File: src/rtl/note_arbiter.sv
// Arbitrates the tone generator between the demo sequencer and the keypad.
// Keypad preempts. A silent gap is inserted on every note/owner change.
module note_arbiter #(
    parameter int GAP_CYCLES = 238,
    parameter int HOLD_MIN   = 23810
) (
    input  logic       i_clk,
    input  logic       i_rst,
    input  logic       i_seq_req,
    input  logic [3:0] i_seq_octave,
    input  logic [3:0] i_seq_note,
    input  logic       i_key_req,
    input  logic [3:0] i_key_octave,
    input  logic [3:0] i_key_note,
    input  logic       i_mute,
    output logic       o_gnt_seq,
    output logic       o_gnt_key,
    output logic       o_seq_pause,
    output logic [3:0] o_octave_out,
    output logic [3:0] o_note_out,
    output logic       o_tone_en
);
    localparam int GW = $clog2(GAP_CYCLES + 1);
    localparam int HW = $clog2(HOLD_MIN + 1);

    typedef enum logic [1:0] {S_IDLE, S_SEQ, S_KEY, S_GAP} state_t;

    state_t        r_state, r_tgt;
    state_t        w_retgt, w_nstate, w_ntgt;
    logic [GW-1:0] r_gap;
    logic [HW-1:0] r_hold;
    logic [3:0]    w_oct_n, w_note_n;
    logic          w_seq_diff, w_key_diff, w_hold_done;

    assign w_seq_diff  = {i_seq_octave, i_seq_note} != {o_octave_out, o_note_out};
    assign w_key_diff  = {i_key_octave, i_key_note} != {o_octave_out, o_note_out};
    assign w_hold_done = r_hold == HW'(HOLD_MIN);

    // Target re-evaluation while in GAP; the gap counter is never restarted.
    always_comb begin
        w_retgt = r_tgt;
        if (i_key_req)
            w_retgt = S_KEY;
        else if (r_tgt == S_KEY)
            w_retgt = i_seq_req ? S_SEQ : S_IDLE;
        else if (r_tgt == S_SEQ && !i_seq_req)
            w_retgt = S_IDLE;
    end

    always_comb begin
        w_nstate = r_state;
        w_ntgt   = S_IDLE;
        case (r_state)
            S_IDLE: begin
                if (i_key_req) begin
                    w_nstate = S_GAP; w_ntgt = S_KEY;
                end else if (i_seq_req) begin
                    w_nstate = S_GAP; w_ntgt = S_SEQ;
                end
            end
            S_SEQ: begin
                if (i_key_req) begin
                    w_nstate = S_GAP; w_ntgt = S_KEY;
                end else if (!i_seq_req) begin
                    w_nstate = S_IDLE;
                end else if (w_seq_diff) begin
                    w_nstate = S_GAP; w_ntgt = S_SEQ;
                end
            end
            S_KEY: begin
                if (!i_key_req && w_hold_done) begin
                    if (i_seq_req) begin
                        w_nstate = S_GAP; w_ntgt = S_SEQ;
                    end else begin
                        w_nstate = S_IDLE;
                    end
                end else if (i_key_req && w_key_diff) begin
                    w_nstate = S_GAP; w_ntgt = S_KEY;
                end
            end
            default: begin
                if (r_gap == '0) begin
                    w_nstate = w_retgt;
                end else begin
                    w_ntgt = w_retgt;
                end
            end
        endcase
    end

    // Owned note is latched on entry to SEQ/KEY and held until leaving.
    always_comb begin
        w_oct_n  = 4'd0;
        w_note_n = 4'd0;
        if (w_nstate == S_SEQ) begin
            if (r_state == S_SEQ) begin
                w_oct_n = o_octave_out; w_note_n = o_note_out;
            end else begin
                w_oct_n = i_seq_octave; w_note_n = i_seq_note;
            end
        end else if (w_nstate == S_KEY) begin
            if (r_state == S_KEY) begin
                w_oct_n = o_octave_out; w_note_n = o_note_out;
            end else begin
                w_oct_n = i_key_octave; w_note_n = i_key_note;
            end
        end
    end

    always_ff @(posedge i_clk or posedge i_rst) begin
        if (i_rst) begin
            r_state      <= S_IDLE;
            r_tgt        <= S_IDLE;
            r_gap        <= '0;
            r_hold       <= '0;
            o_gnt_seq    <= 1'b0;
            o_gnt_key    <= 1'b0;
            o_seq_pause  <= 1'b0;
            o_octave_out <= 4'd0;
            o_note_out   <= 4'd0;
            o_tone_en    <= 1'b0;
        end else begin
            r_state <= w_nstate;
            r_tgt   <= w_ntgt;
            if (w_nstate == S_GAP && r_state != S_GAP)
                r_gap <= GW'(GAP_CYCLES - 1);
            else if (r_state == S_GAP && r_gap != '0)
                r_gap <= r_gap - 1'b1;
            if (w_nstate == S_KEY && r_state != S_KEY)
                r_hold <= '0;
            else if (r_state == S_KEY && !w_hold_done)
                r_hold <= r_hold + 1'b1;
            o_gnt_seq    <= w_nstate == S_SEQ;
            o_gnt_key    <= w_nstate == S_KEY;
            o_seq_pause  <= (w_nstate == S_KEY) || (w_nstate == S_GAP && w_ntgt == S_KEY);
            o_octave_out <= w_oct_n;
            o_note_out   <= w_note_n;
            o_tone_en    <= (w_nstate == S_SEQ || w_nstate == S_KEY) && w_note_n != 4'd0 && !i_mute;
        end
    end
endmodule
File: config.mk
export PLATFORM = sky130hd
export DESIGN_NAME = note_arbiter
export DESIGN_NICKNAME = d
export VERILOG_FILES = /design/src/rtl/note_arbiter.sv
export SDC_FILE = /design/constraint.sdc
export NUM_CORES = 1
export LEC_CHECK = 0
export BUFFER_PORTS_ARGS = -buffer_cell sky130_fd_sc_hd__buf_4
export CORE_ASPECT_RATIO = 0.5
export CORE_MARGIN = 2
export CORE_UTILIZATION = 61
export DETAILED_ROUTE_END_ITERATION = 12
export GPL_TIMING_DRIVEN = 0
export PLACE_DENSITY = 0.81
export SYNTH_ARGS = -nofsm -noshare
export SYNTH_HDL_FRONTEND = slang
export SYNTH_SLANG_ARGS = --single-unit
File: constraint.sdc
create_clock -name i_clk -period 7.6 [get_ports i_clk]
set_input_delay 1.52 -clock i_clk [delete_from_list [all_inputs] [get_ports i_clk]]
set_output_delay 1.52 -clock i_clk [all_outputs]
set_load 0.02 [all_outputs]
# Word level (Yosys, flattened, before mapping)

Cells that the tools add are included.

Bits in registers: 39
Output and inout bits: 12
Logic and storage cells: 85

Add/sub/neg operators: 2
Eq/ne operators: 16
Muxes and demuxes: 34
Reduce and logical (&&, ||, !) cells: 23

Operators by type and width:

| kind                                              | count |
|---|---|
| two-way mux 2 bit                                 | 17 |
| two-way mux 4 bit                                 | 8 |
| two-way mux 15 bit                                | 2 |
| two-way mux 8 bit                                 | 2 |
| inequality test 8 bit                             | 2 |
| adder 15 x 1 -> 15 bit (second input constant)    | 1 |
| == test 15 bit (second input constant)            | 1 |
| == test 2 bit (second input constant)             | 6 |
| case mux 2 bit (3 select lines)                   | 2 |
| logical AND 1 bit                                 | 10 |
| logical NOT 8 bit                                 | 1 |
| nonzero test 8 bit                                | 1 |
| subtractor 8 x 1 -> 8 bit (second input constant) | 1 |
| == test 2 x 1 -> 1 bit (second input constant)    | 3 |
| inequality test 2 bit (second input constant)     | 3 |
| logical NOT 1 bit                                 | 4 |
| nonzero test 2 bit                                | 2 |
| nonzero test 4 bit                                | 1 |
| two-way mux 1 bit                                 | 3 |
| inequality test 3 bit (second input constant)     | 1 |
| logical NOT 2 bit                                 | 1 |
| logical OR 1 bit                                  | 2 |
| AND reduction 2 bit                               | 1 |

# Longest topological paths before layout

Gate-level depths: netlist of run 1.

Depth in word-level cells: 13
Mapped depth: 14
Depth with buffers taken out: 13

# Worst setup path before layout of run 1

Ideal clock, no wire load.

Kind: input to register
Start point: in i_seq_note[2]
End point: reg r_hold[1]
Data arrival time: 3.384 ns
Required time: 7.475 ns
Path slack: 4.091 ns
Stages: 9
Cell sequence: xor2_1 nor4_1 nand4_1 a21o_1 a21o_1 ha_1 nor2_2 a21oi_2 mux2_2

Cells in the longest elaborated chain, start to end: 8
Elaborated cells on any way between the ends: 9
Those cells by class: 2 x eq/ne; 5 x mux; 2 x reduce/logical

Ends and longest elaborated chain:

| element                                                  | line | source |
|---|---|---|
| from (decl)                                              | 11   | `input logic [3:0] i_seq_note,` |
| inequality test 8 bit (*)                                | 35   | `assign w_seq_diff = {i_seq_octave, i_seq_note} != {o_octave_out, o_note_out};` |
| two-way mux 2 bit (*)                                    | 66   | `end else if (w_seq_diff) begin` |
| two-way mux 2 bit (*)                                    | 64   | `end else if (!i_seq_req) begin` |
| two-way mux 2 bit (*)                                    | 62   | `if (i_key_req) begin` |
| case mux 2 bit (3 select lines) (*)                      | 53   | `case (r_state)` |
| net w_nstate[1]                                          | 29   | `state_t w_retgt, w_nstate, w_ntgt;` |
| == test 2 bit (*)                                        | 129  | `if (w_nstate == S_KEY && r_state != S_KEY)` |
| logical AND 1 bit (*)                                    | 129  |  |
| two-way mux 15 bit or nonzero test 2 bit (tied branches) | --   |  |
| to (signal assigned)                                     | 132  | `r_hold <= r_hold + 1'b1;` |
| to (decl)                                                | 31   | `logic [HW-1:0] r_hold;` |

The timed path passes the listed nets; every way through them passes the cells marked *.
A chain may end at the register's enable or synchronous reset.

# Worst setup path in the final report of run 1

Start point: in i_seq_note[2]
End point: reg o_tone_en

Cells in the longest elaborated chain, start to end: 11
Elaborated cells on any way between the ends: 14
Those cells by class: 3 x eq/ne; 7 x mux; 4 x reduce/logical

Ends and longest elaborated chain:

| element                             | line | source |
|---|---|---|
| inequality test 8 bit (*)           | 35   |  |
| two-way mux 2 bit (*)               | 66   |  |
| two-way mux 2 bit (*)               | 64   |  |
| two-way mux 2 bit (*)               | 62   |  |
| case mux 2 bit (3 select lines) (*) | 53   |  |
| == test 2 bit                       | 101  | `end else if (w_nstate == S_KEY) begin` |
| two-way mux 4 bit                   | 101  |  |
| two-way mux 4 bit (*)               | 95   | `if (w_nstate == S_SEQ) begin` |
| net w_note_n[1]                     | 32   | `logic [3:0] w_oct_n, w_note_n;` |
| nonzero test 4 bit (*)              | 138  | `o_tone_en <= (w_nstate == S_SEQ \|\| w_nstate == S_KEY) && w_note_n != 4'd0 && !i_mute;` |
| logical AND 1 bit (*) (2 in series) | 138  |  |
| to (signal assigned)                | 138  |  |
| to (decl)                           | 21   | `output logic o_tone_en` |

Marked as above.

==> run_results.csv, run 1 <==
group,metric,value,unit
power_and_ir_drop,powerDensity,203.3,nW/um^2
route,dr_total_vias,1975,
global_routing,antenna_found_initial,0,
sta,finalSetupTns,0,ps
yosys,synthTopCellsByArea,"dfrtp_1 42%, xnor2_1 6.0%, xor2_1 4.5%",
placement,dp_hpwl,3702,um
final_layout,fin_area,2764,um^2
placement,port_buffers,31,
worst_setup_path,crit_family,"simple AND/OR/NAND/NOR gates",
cts,clkTransAtPathRegs,80,ps
route,firstDrtPassIters,4,
worst_setup_path,crit_fanout,10,
yosys,synth_edf_count,0,
yosys,yosysWarnings,0,
worst_setup_path,cp_common_cell,"nor4_1",
global_routing,track_usage,25.16,%
floorplanning,fp.coreArea,3566,um^2
yosys,synthAdderAreaFrac,3.727,%
yosys,yosysMostFrequentCell,"dfrtp_1",
power_and_ir_drop,leakagePower,1.241,nW
floorplanning,fp-row-count,15,
placement,place_area,2646,um^2
worst_setup_path,cp.buffers_inverters,2,
yosys,syn_area_per_cell,9.437,um^2
worst_setup_path,path_cells,"buf_4 -> xor2_1 -> nor4_1 -> nand4_1 -> a21o_1 -> a21oi_1 -> ha_1 -> clkinv_1 -> nand2_1 -> o22ai_1 -> nor4_1 -> nor3_1",
job,max-cap-violations,0,
power_and_ir_drop,totalPowerFinal,0.5618,mW
yosys,synthFlopType,"dfrtp_1",
cts,tritoncts,"yes",
final_layout,antenna_cells,0,
cts,ctsHoldBuffers,0,
yosys,yosysTopAreaCell,"dfrtp_1",
sta,fmax,265.0,MHz
route,ant_nets,0,
sta,hold_slack,513.1,ps
worst_setup_path,cpPeakStageDelay,360,ps
sta,worst_slew_pin_slew,805.2,ps
yosys,synth_mux_area_share,4.739,%
yosys,synth_top_family_by_area,"simple AND/OR/NAND/NOR gates",
worst_setup_path,cp_slowest_cell,"nor4_1",
yosys,synth.cells.most_frequent,"39 x dfrtp_1, 24 x nand2_1, 18 x nor2_1",
floorplanning,fp.dieArea,4395,um^2
global_routing,grt_pass1_vias,1800,
cts,clock_latency,290,ps
yosys,yosys.area_share.simple,22.47,%
route,viasPerCell,5.826,
route,drcViolationCount,0,
sta,finalCritPeriodShare,49.65,%
run_status,status,"finished, final reports clean",
floorplanning,die_h,47.89,um
final_layout,nets,315,
yosys,syn_nets,277,
worst_hold_path,hold_class,"flip-flop to flip-flop",
sta,setup_violations,0,
sta,slew_headroom,46.24,%
yosys,synthDistinctLibCells,47,
cts,htreeDepth,2,
final_layout,drive_above_1_share,20.14,%
route,first_iter_violations,86,
global_routing,grt_max_degree,40,
worst_setup_path,cp-start-kind,"input port",
route,routedWlPerCell,14.94,um
cts,cts_setup_buffers,0,
yosys,synth-seq-cells,39,
sta,hold_viol,0,
yosys,synth-xor-area-share,10.44,%
sta,min_period,3774,ps
final_layout,syn_to_final_growth,17.63,%
sta,rsz0062_at_grt,"false",
global_routing,grt_overflow,0,
yosys,synth_compound_area_share,13.53,%
yosys,seq_area_frac_synth,41.53,%
sta,maxSlewViolCount,0,
worst_setup_path,crit_required,7780,ps
yosys,yosysTopAreaCellShare,41.53,%
floorplanning,die_w,91.78,um
worst_setup_path,cp-end-kind,"flip-flop",
floorplanning,start_util,65.89,%
cts,clockBufferDepth,2,
worst_setup_path,path_class,"input port to flip-flop",
final_layout,fillers,247,
placement,gp_congestion,0.8950,
cts,ctsResizeCount,0,
cts,cts-root-buf,"clkbuf_8",
yosys,syn_inst,249,
yosys,synth_async_sr_flop_share,100.0,%
global_routing,grt_pass1_wl,8369,um
yosys,netlist_area,2350,um^2
cts,clock-sinks,39,
sta,finClkSkew,9.615,ps
worst_setup_path,crit_arrival,3950,ps
power_and_ir_drop,ir_drop,0.09023,mV
cts,cts-buffers-inserted,5,
floorplanning,ioPinCount,33,
route,routed_wirelength,5065,um
## where the power goes
group	switching [mW]	internal (mW)	leakage [nW]	total, mW
Clock	0.0748	0.106	0.0612	0.181
Sequential	0.0373	0.237	0.496	0.275
Combinational	0.0542	0.0517	0.684	0.106
## per-layer routing
metal	share of wire (%)	track usage, %	vias up
met2	42	41.03	67
met4	0.67	5.672	0
met3	6.8	6.142	5
li1	-	-	959
met5	0	0	-
met1	50	35.20	944
## registers in the layout, indices dropped and copies added, names as in the netlist
register      count
r_gap             8
o_seq_pause       1
o_gnt_seq         1
o_gnt_key         1
o_tone_en         1
r_state           2
o_octave_out      4
r_hold           15
o_note_out        4
r_tgt             2
## final cells by class
class / instances / area (um^2) / area share, %
plain buffers: 8 / 53.80 / 1.947
clock buffers: 6 / 82.58 / 2.988
clock inverters: 2 / 35.03 / 1.268
inverters: 8 / 30.03 / 1.086
multi-input cells: 194 / 1290 / 46.67
flip-flops and latches: 39 / 975.9 / 35.31
well taps: 51 / 63.81 / 2.309
repair buffers: 31 / 232.7 / 8.420
## stage by stage
step,setup WS (ps),util [%],instances
after floorplan,4091,-,249
after global placement,3534,74.21,331
after detailed placement,3564,74.21,331
after CTS,3866,77.51,339
after global routing,3583,77.51,339
final,3826,77.51,339
## kinds of logic after synthesis
family,Yosys count
xor gates and xnor gates,28
DFF,39
and+or+nand+nor,98
buffers and inverters,16
adders and majority gates,7
AOI/OAI and AO/OA,50
muxes,11
## cell usage in the layout (no fill, tap or decap), types with 2 or more instances in the layout
cell / n
buf_2: 4
nand3_1: 6
mux2i_1: 10
nand2_1: 24
buf_4: 32
nor2_2: 2
ha_1: 7
buf_6: 2
nor3b_1: 2
and2_1: 2
nand4_1: 8
nand2b_1: 3
a31oi_1: 2
dfrtp_1: 39
a21oi_1: 15
xor2_1: 12
xnor2_1: 16
and3_1: 4
nor2_1: 18
or2_2: 2
clkbuf_8: 6
and4_1: 3
o22ai_1: 4
or3_1: 3
o21ai_0: 15
nor4_1: 4
a21o_1: 5
nor2b_1: 3
inv_1: 6
nor3_1: 8
## final timing paths
path                                from         to  slack, ps  depth (start not counted)
setup reg to reg               r_hold[0]  o_tone_en       4490                         13
max in group asynchronous          i_rst  r_hold[0]       5690                          2
min in group asynchronous          i_rst   r_tgt[1]       1380                          2
setup / recovery           i_seq_note[2]  o_tone_en       3830                         12
hold reg to reg                 r_gap[0]   r_gap[0]        510                          1
hold / removal                  r_gap[0]   r_gap[0]        510                          1
(Power assumes the default switching activity.)
==> run 2, diff against run 1 <==
--- a/config.mk
+++ b/config.mk
@@ -8,10 +8,10 @@
 export BUFFER_PORTS_ARGS = -buffer_cell sky130_fd_sc_hd__buf_4
 export CORE_ASPECT_RATIO = 0.5
 export CORE_MARGIN = 2
-export CORE_UTILIZATION = 61
+export CORE_UTILIZATION = 57
 export DETAILED_ROUTE_END_ITERATION = 12
 export GPL_TIMING_DRIVEN = 0
-export PLACE_DENSITY = 0.81
+export PLACE_DENSITY = 0.76
 export SYNTH_ARGS = -nofsm -noshare
 export SYNTH_HDL_FRONTEND = slang
 export SYNTH_SLANG_ARGS = --single-unit
==> constraint.sdc (replaced) <==
create_clock -name i_clk -period 3.7 [get_ports i_clk]
set_input_delay 0.74 -clock i_clk [delete_from_list [all_inputs] [get_ports i_clk]]
set_output_delay 0.74 -clock i_clk [all_outputs]
set_load 0.02 [all_outputs]
==> run 2 against run 1 <==
Wire length down 0.87%. Die area is 6.6% higher. Count of clock-buffer cells in the layout decreased by 1. Sequential power is 100% higher. Power rose by 100%. Largest cell class unchanged. Largest power group unchanged.
==> run_results.csv, run 2 (same netlist as run 1, synthesis figures left out) <==
group,metric,value,unit
final_layout,fin_area,2763,um^2
worst_setup_path,path_cells,"inv_1 -> ha_1 -> and4_1 -> and4_1 -> buf_6 -> nand3b_1 -> a31oi_1 -> ha_1 -> clkinv_1 -> nand2_1 -> o22ai_1 -> nor4_1 -> nor3_1",
worst_setup_path,reg2reg_from,"r_hold[0]",
cts,clockBufferDepth,2,
job,max-cap-violations,0,
cts,cts-buffers-inserted,5,
worst_setup_path,endpoint,"o_tone_en",
cts,clock_latency,290,ps
floorplanning,die_h,49.40,um
placement,dpl.cell_count,334,
run_status,status,"finished, final reports clean",
route,firstDrtPassIters,4,
placement,gp_congestion,0.8446,
cts,ctsResizeCount,0,
final_layout,antenna_cells,0,
worst_setup_path,cp.buffers_inverters,3,
final_layout,drive_above_1_share,20.14,%
final_layout,fin_cells,342,
floorplanning,fp.dieArea,4683,um^2
final_layout,largest_register_ffs,15,
power_and_ir_drop,powerDensity,412.0,nW/um^2
power_and_ir_drop,ir_drop,0.1669,mV
cts,tritoncts,"yes",
power_and_ir_drop,leakagePower,1.238,nW
cts,cts-root-buf,"clkbuf_8",
worst_setup_path,cp.depth,13,
cts,clock-sinks,39,
worst_setup_path,crit_family,"simple AND/OR/NAND/NOR gates",
global_routing,grt_max_degree,40,
route,routedWlPerCell,14.68,um
route,dr_total_vias,1935,
cts,clkTransAtPathRegs,90,ps
sta,hold_slack,516.5,ps
worst_hold_path,hold_class,"flip-flop to flip-flop",
global_routing,grt_overflow,0,
sta,hold_viol,0,
sta,finalCritPeriodShare,84.92,%
sta,setup_violations,0,
worst_setup_path,cp-start-kind,"flip-flop",
route,routed_wirelength,5021,um
worst_setup_path,cpPeakStageDelay,450,ps
global_routing,grt_pass1_vias,1814,
sta,fmax,318.3,MHz
worst_setup_path,cp-end-kind,"flip-flop",
global_routing,antenna_found_initial,0,
sta,worst_slew_pin_slew,823.2,ps
worst_hold_path,min_from,"r_gap[0]",
route,viasPerCell,5.658,
sta,finClkSkew,13.18,ps
cts,cts_setup_buffers,0,
sta,maxSlewViolCount,0,
worst_setup_path,path_class,"flip-flop to flip-flop",
cts,htreeDepth,2,
floorplanning,die_w,94.80,um
worst_setup_path,reg2reg_depth,13,
floorplanning,start_util,59.89,%
worst_setup_path,crit_fanout,10,
placement,port_buffers,31,
final_layout,final_common_cell,"dfrtp_1",
floorplanning,ioPinCount,33,
route,first_iter_violations,112,
floorplanning,fp-row-count,16,
worst_setup_path,r2r_end,"o_tone_en",
final_layout,reg_top3,"r_hold: 15 flops, r_gap: 8 flops",
sta,finalSetupTns,0,ps
worst_setup_path,crit_arrival,3310,ps
sta,rsz0062_at_grt,"false",
global_routing,grt_pass1_wl,8611,um
sta,min_period,3142,ps
worst_setup_path,r2r_slack,560,ps
cts,ctsHoldBuffers,0,
route,ant_nets,0,
placement,dp_hpwl,3700,um
final_layout,final_cell_mix,"39 x dfrtp_1, 32 x buf_4, 24 x nand2_1",
worst_setup_path,worstSetupStartpoint,"r_hold[0]",
worst_setup_path,cp_slowest_cell,"dfrtp_1",
sta,slew_headroom,45.04,%
floorplanning,fp.coreArea,3924,um^2
final_layout,nets,315,
final_layout,max_flop_register,"r_hold",
global_routing,track_usage,23.79,%
route,drcViolationCount,0,
worst_setup_path,crit_required,3860,ps
final_layout,syn_to_final_growth,17.57,%
placement,place_area,2650,um^2
-- run 2: worst min-delay path by stage --
stage / to / slack [ps] / depth (start not counted)
after floorplan: r_gap[0] / 470 / 1
after global placement: r_gap[7] / 490 / 1
after detailed placement: r_gap[0] / 500 / 1
after CTS: r_gap[0] / 510 / 1
after global routing: r_gap[0] / 540 / 1
final: r_gap[0] / 520 / 1
-- run 2: power breakdown --
part	switching, mW	total [mW]	internal (mW)
Clock	0.159	0.360	0.201
Sequential	0.0754	0.563	0.488
Combinational	0.110	0.216	0.105
-- run 2: cell type report --
| type | count | area [um^2] |
|---|---|---|
| Multi-Input combinational cell | 194 | 1290 |
| Buffer | 8 | 53.80 |
| Inverter | 8 | 30.03 |
| Timing Repair Buffer | 31 | 232.7 |
| Clock inverter | 3 | 43.79 |
| Clock buffer | 5 | 68.82 |
| Fill cell | 323 | 1161 |
| Sequential cell | 39 | 975.9 |
| Tap cell | 54 | 67.56 |
-- run 2: per-stage QoR --
stage               setup WS (ps)  util (%)  total power, mW
floorplan                   971.2         -           0.7128
detailed placement          376.9     67.54           0.7855
global placement            434.8     67.54           0.7722
finish                      558.1     70.41            1.138
CTS                         587.3     70.41            1.144
global route                292.2     70.41            1.210
-- run 2: metal layers --
layer / part of all wire [%] / global-route usage (%)
met1: 50 / 35.35
met2: 43 / 35.34
met3: 6.0 / 6.028
met4: 0.54 / 4.589
met5: 0 / 0
==> run 3, diff against run 2 <==
==> constraint.sdc (replaced) <==
create_clock -name i_clk -period 2.9 [get_ports i_clk]
set_input_delay 0.58 -clock i_clk [delete_from_list [all_inputs] [get_ports i_clk]]
set_output_delay 0.58 -clock i_clk [all_outputs]
set_load 0.02 [all_outputs]
==> run 3 against run 2 <==
Sequential share of layout area shrank 1.7 points. Die area is the same. Register-to-register slack worse by 460 ps. Clock skew is 0.87 ps higher. Utilization increased by 4.0 points.
==> run_results.csv, run 3 (same netlist as run 1, synthesis figures left out) <==
group,metric,value,unit
worst_setup_path,r2r_slack,100,ps
final_layout,antenna_cells,0,
final_layout,largest_register_ffs,15,
cts,htreeDepth,2,
power_and_ir_drop,powerDensity,507.9,nW/um^2
global_routing,grt_max_degree,40,
global_routing,grt_pass1_vias,1813,
power_and_ir_drop,totalPowerFinal,1.483,mW
cts,cts-root-buf,"clkbuf_8",
sta,finalCritPeriodShare,96.59,%
sta,maxSlewViolCount,0,
placement,gp_congestion,0.8446,
route,ant_nets,0,
final_layout,final_common_cell,"buf_4",
final_layout,drive_above_1_share,28.72,%
worst_setup_path,reg2reg_from,"r_hold[0]",
cts,clkTransAtPathRegs,90,ps
sta,fmax,357.0,MHz
worst_setup_path,path_class,"flip-flop to flip-flop",
placement,place_ws,-263.1,ps
global_routing,track_usage,23.83,%
route,first_iter_violations,95,
worst_setup_path,reg2reg_depth,14,
final_layout,fillers,295,
final_layout,nets,323,
placement,dp_hpwl,3700,um
route,routedWlPerCell,14.76,um
global_routing,antenna_found_initial,0,
sta,layout_setup_ws,98.95,ps
sta,finClkSkew,14.05,ps
route,dr_total_vias,1962,
route,routed_wirelength,5167,um
cts,tritoncts,"yes",
placement,place_area,2650,um^2
cts,clock-sinks,39,
route,viasPerCell,5.606,
worst_setup_path,crit_fanout,6,
final_layout,syn_to_final_growth,24.28,%
cts,clockBufferDepth,2,
worst_setup_path,cp-start-kind,"flip-flop",
final_layout,max_flop_register,"r_hold",
sta,hold_viol,0,
floorplanning,die_w,94.80,um
floorplanning,die_h,49.40,um
global_routing,grt_overflow,0,
worst_setup_path,crit_arrival,2990,ps
final_layout,final_cell_mix,"40 x buf_4, 35 x dfrtp_1, 24 x nand2_1",
power_and_ir_drop,ir_drop,0.2184,mV
final_layout,reg_top3,"r_hold: 15 flops, r_gap: 8 flops",
worst_setup_path,crit_required,3090,ps
worst_hold_path,hold_class,"input port to async pin",
sta,min_period,2801,ps
sta,slew_headroom,46.11,%
cts,cts-buffers-inserted,5,
floorplanning,start_util,59.89,%
floorplanning,fp.coreArea,3924,um^2
final_layout,fin_area,2920,um^2
route,drcViolationCount,0,
floorplanning,fp.dieArea,4683,um^2
cts,clock_latency,300,ps
sta,worst_slew_pin_slew,807.1,ps
floorplanning,ioPinCount,33,
placement,port_buffers,31,
sta,setup_violations,0,
worst_setup_path,r2r_end,"r_hold[9]",
job,max-cap-violations,0,
worst_setup_path,cp-end-kind,"flip-flop",
run_status,status,"finished, final reports clean",
global_routing,grt_pass1_wl,8618,um
power_and_ir_drop,leakagePower,1.282,nW
route,firstDrtPassIters,4,
floorplanning,fp-row-count,16,
==> run 3: changes by cell type in the layout (fill, tap and decap cells not counted), moves of 2 or more <==
cell / change
nor4_1: -3
buf_4: +8
a21oi_1: -2
nor4_2: +3
dfrtp_2: +4
ha_1: -4
a21oi_2: +2
ha_4: +3
dfrtp_1: -4
==> run 3: routing by layer <==
metal,vias up,wire [um],GRT usage [%]
li1,975,-,-
met1,925,2583,35.05
met2,57,2214,35.82
met3,5,341,6.028
met4,0,27,4.589
met5,-,0,0
==> run 3: cell type report <==
type	instances	area (um^2)	share of cell area (%)
buffer	8	56.30	1.928
clock buffer	5	68.82	2.356
clock inverter	3	43.79	1.500
inverter	8	31.28	1.071
multi-input combinational	194	1375	47.09
sequential	39	980.9	33.59
tap	54	67.56	2.314
timing repair buffer	39	296.5	10.15
==> run 3: report_power, final <==
part	switching (mW)	internal (mW)
clock	0.207	0.256
combinational	0.151	0.148
sequential	0.0962	0.625
==> run 3: per-stage QoR <==
step / TNS [ps] / hold slack (ps) / utilization (%) / instances
3_3_place_gp: -1442 / 488.8 / 67.54 / 334
6_report: 0 / 434.2 / 74.43 / 350
5_1_grt: -28.00 / 434.2 / 74.43 / 350
2_1_floorplan: 0 / 468.8 / - / 249
4_1_cts: -26.80 / 444.9 / 70.98 / 342
3_5_place_dp: -2619 / 503.0 / 67.54 / 334
==> run 3: what timing repair did <==
| item | CTS | global route |
|---|---|---|
| pin swaps | 1 | 6 |
| endpoints found under the setup margin | 18 | 18 |
| setup buffers | 0 | 8 |
| hold buffers | 0 | 0 |
| gates resized for setup | 7 | 20 |
==> run 3: critical path, cell delays in order, from the launching register on <==
cell	delay, ps
dfrtp_2	420
inv_2	80
ha_4	130
and4_1	190
and4_1	190
buf_6	120
a21oi_1	60
a21o_1	170
a21o_1	210
buf_6	140
ha_4	170
o211ai_1	400
nor2_1	120
xnor2_1	200
nor2_1	70
==> run 3: worst max path at each step <==
stage / endpoint / start / slack, ps
after global placement: o_tone_en / i_seq_note[2] / -210
after floorplan: r_hold[1] / i_seq_note[2] / 330
after global routing: r_hold[9] / r_hold[0] / -30
final: r_hold[9] / r_hold[0] / 100
after detailed placement: o_tone_en / i_seq_note[2] / -260
after CTS: r_hold[13] / r_hold[0] / -30
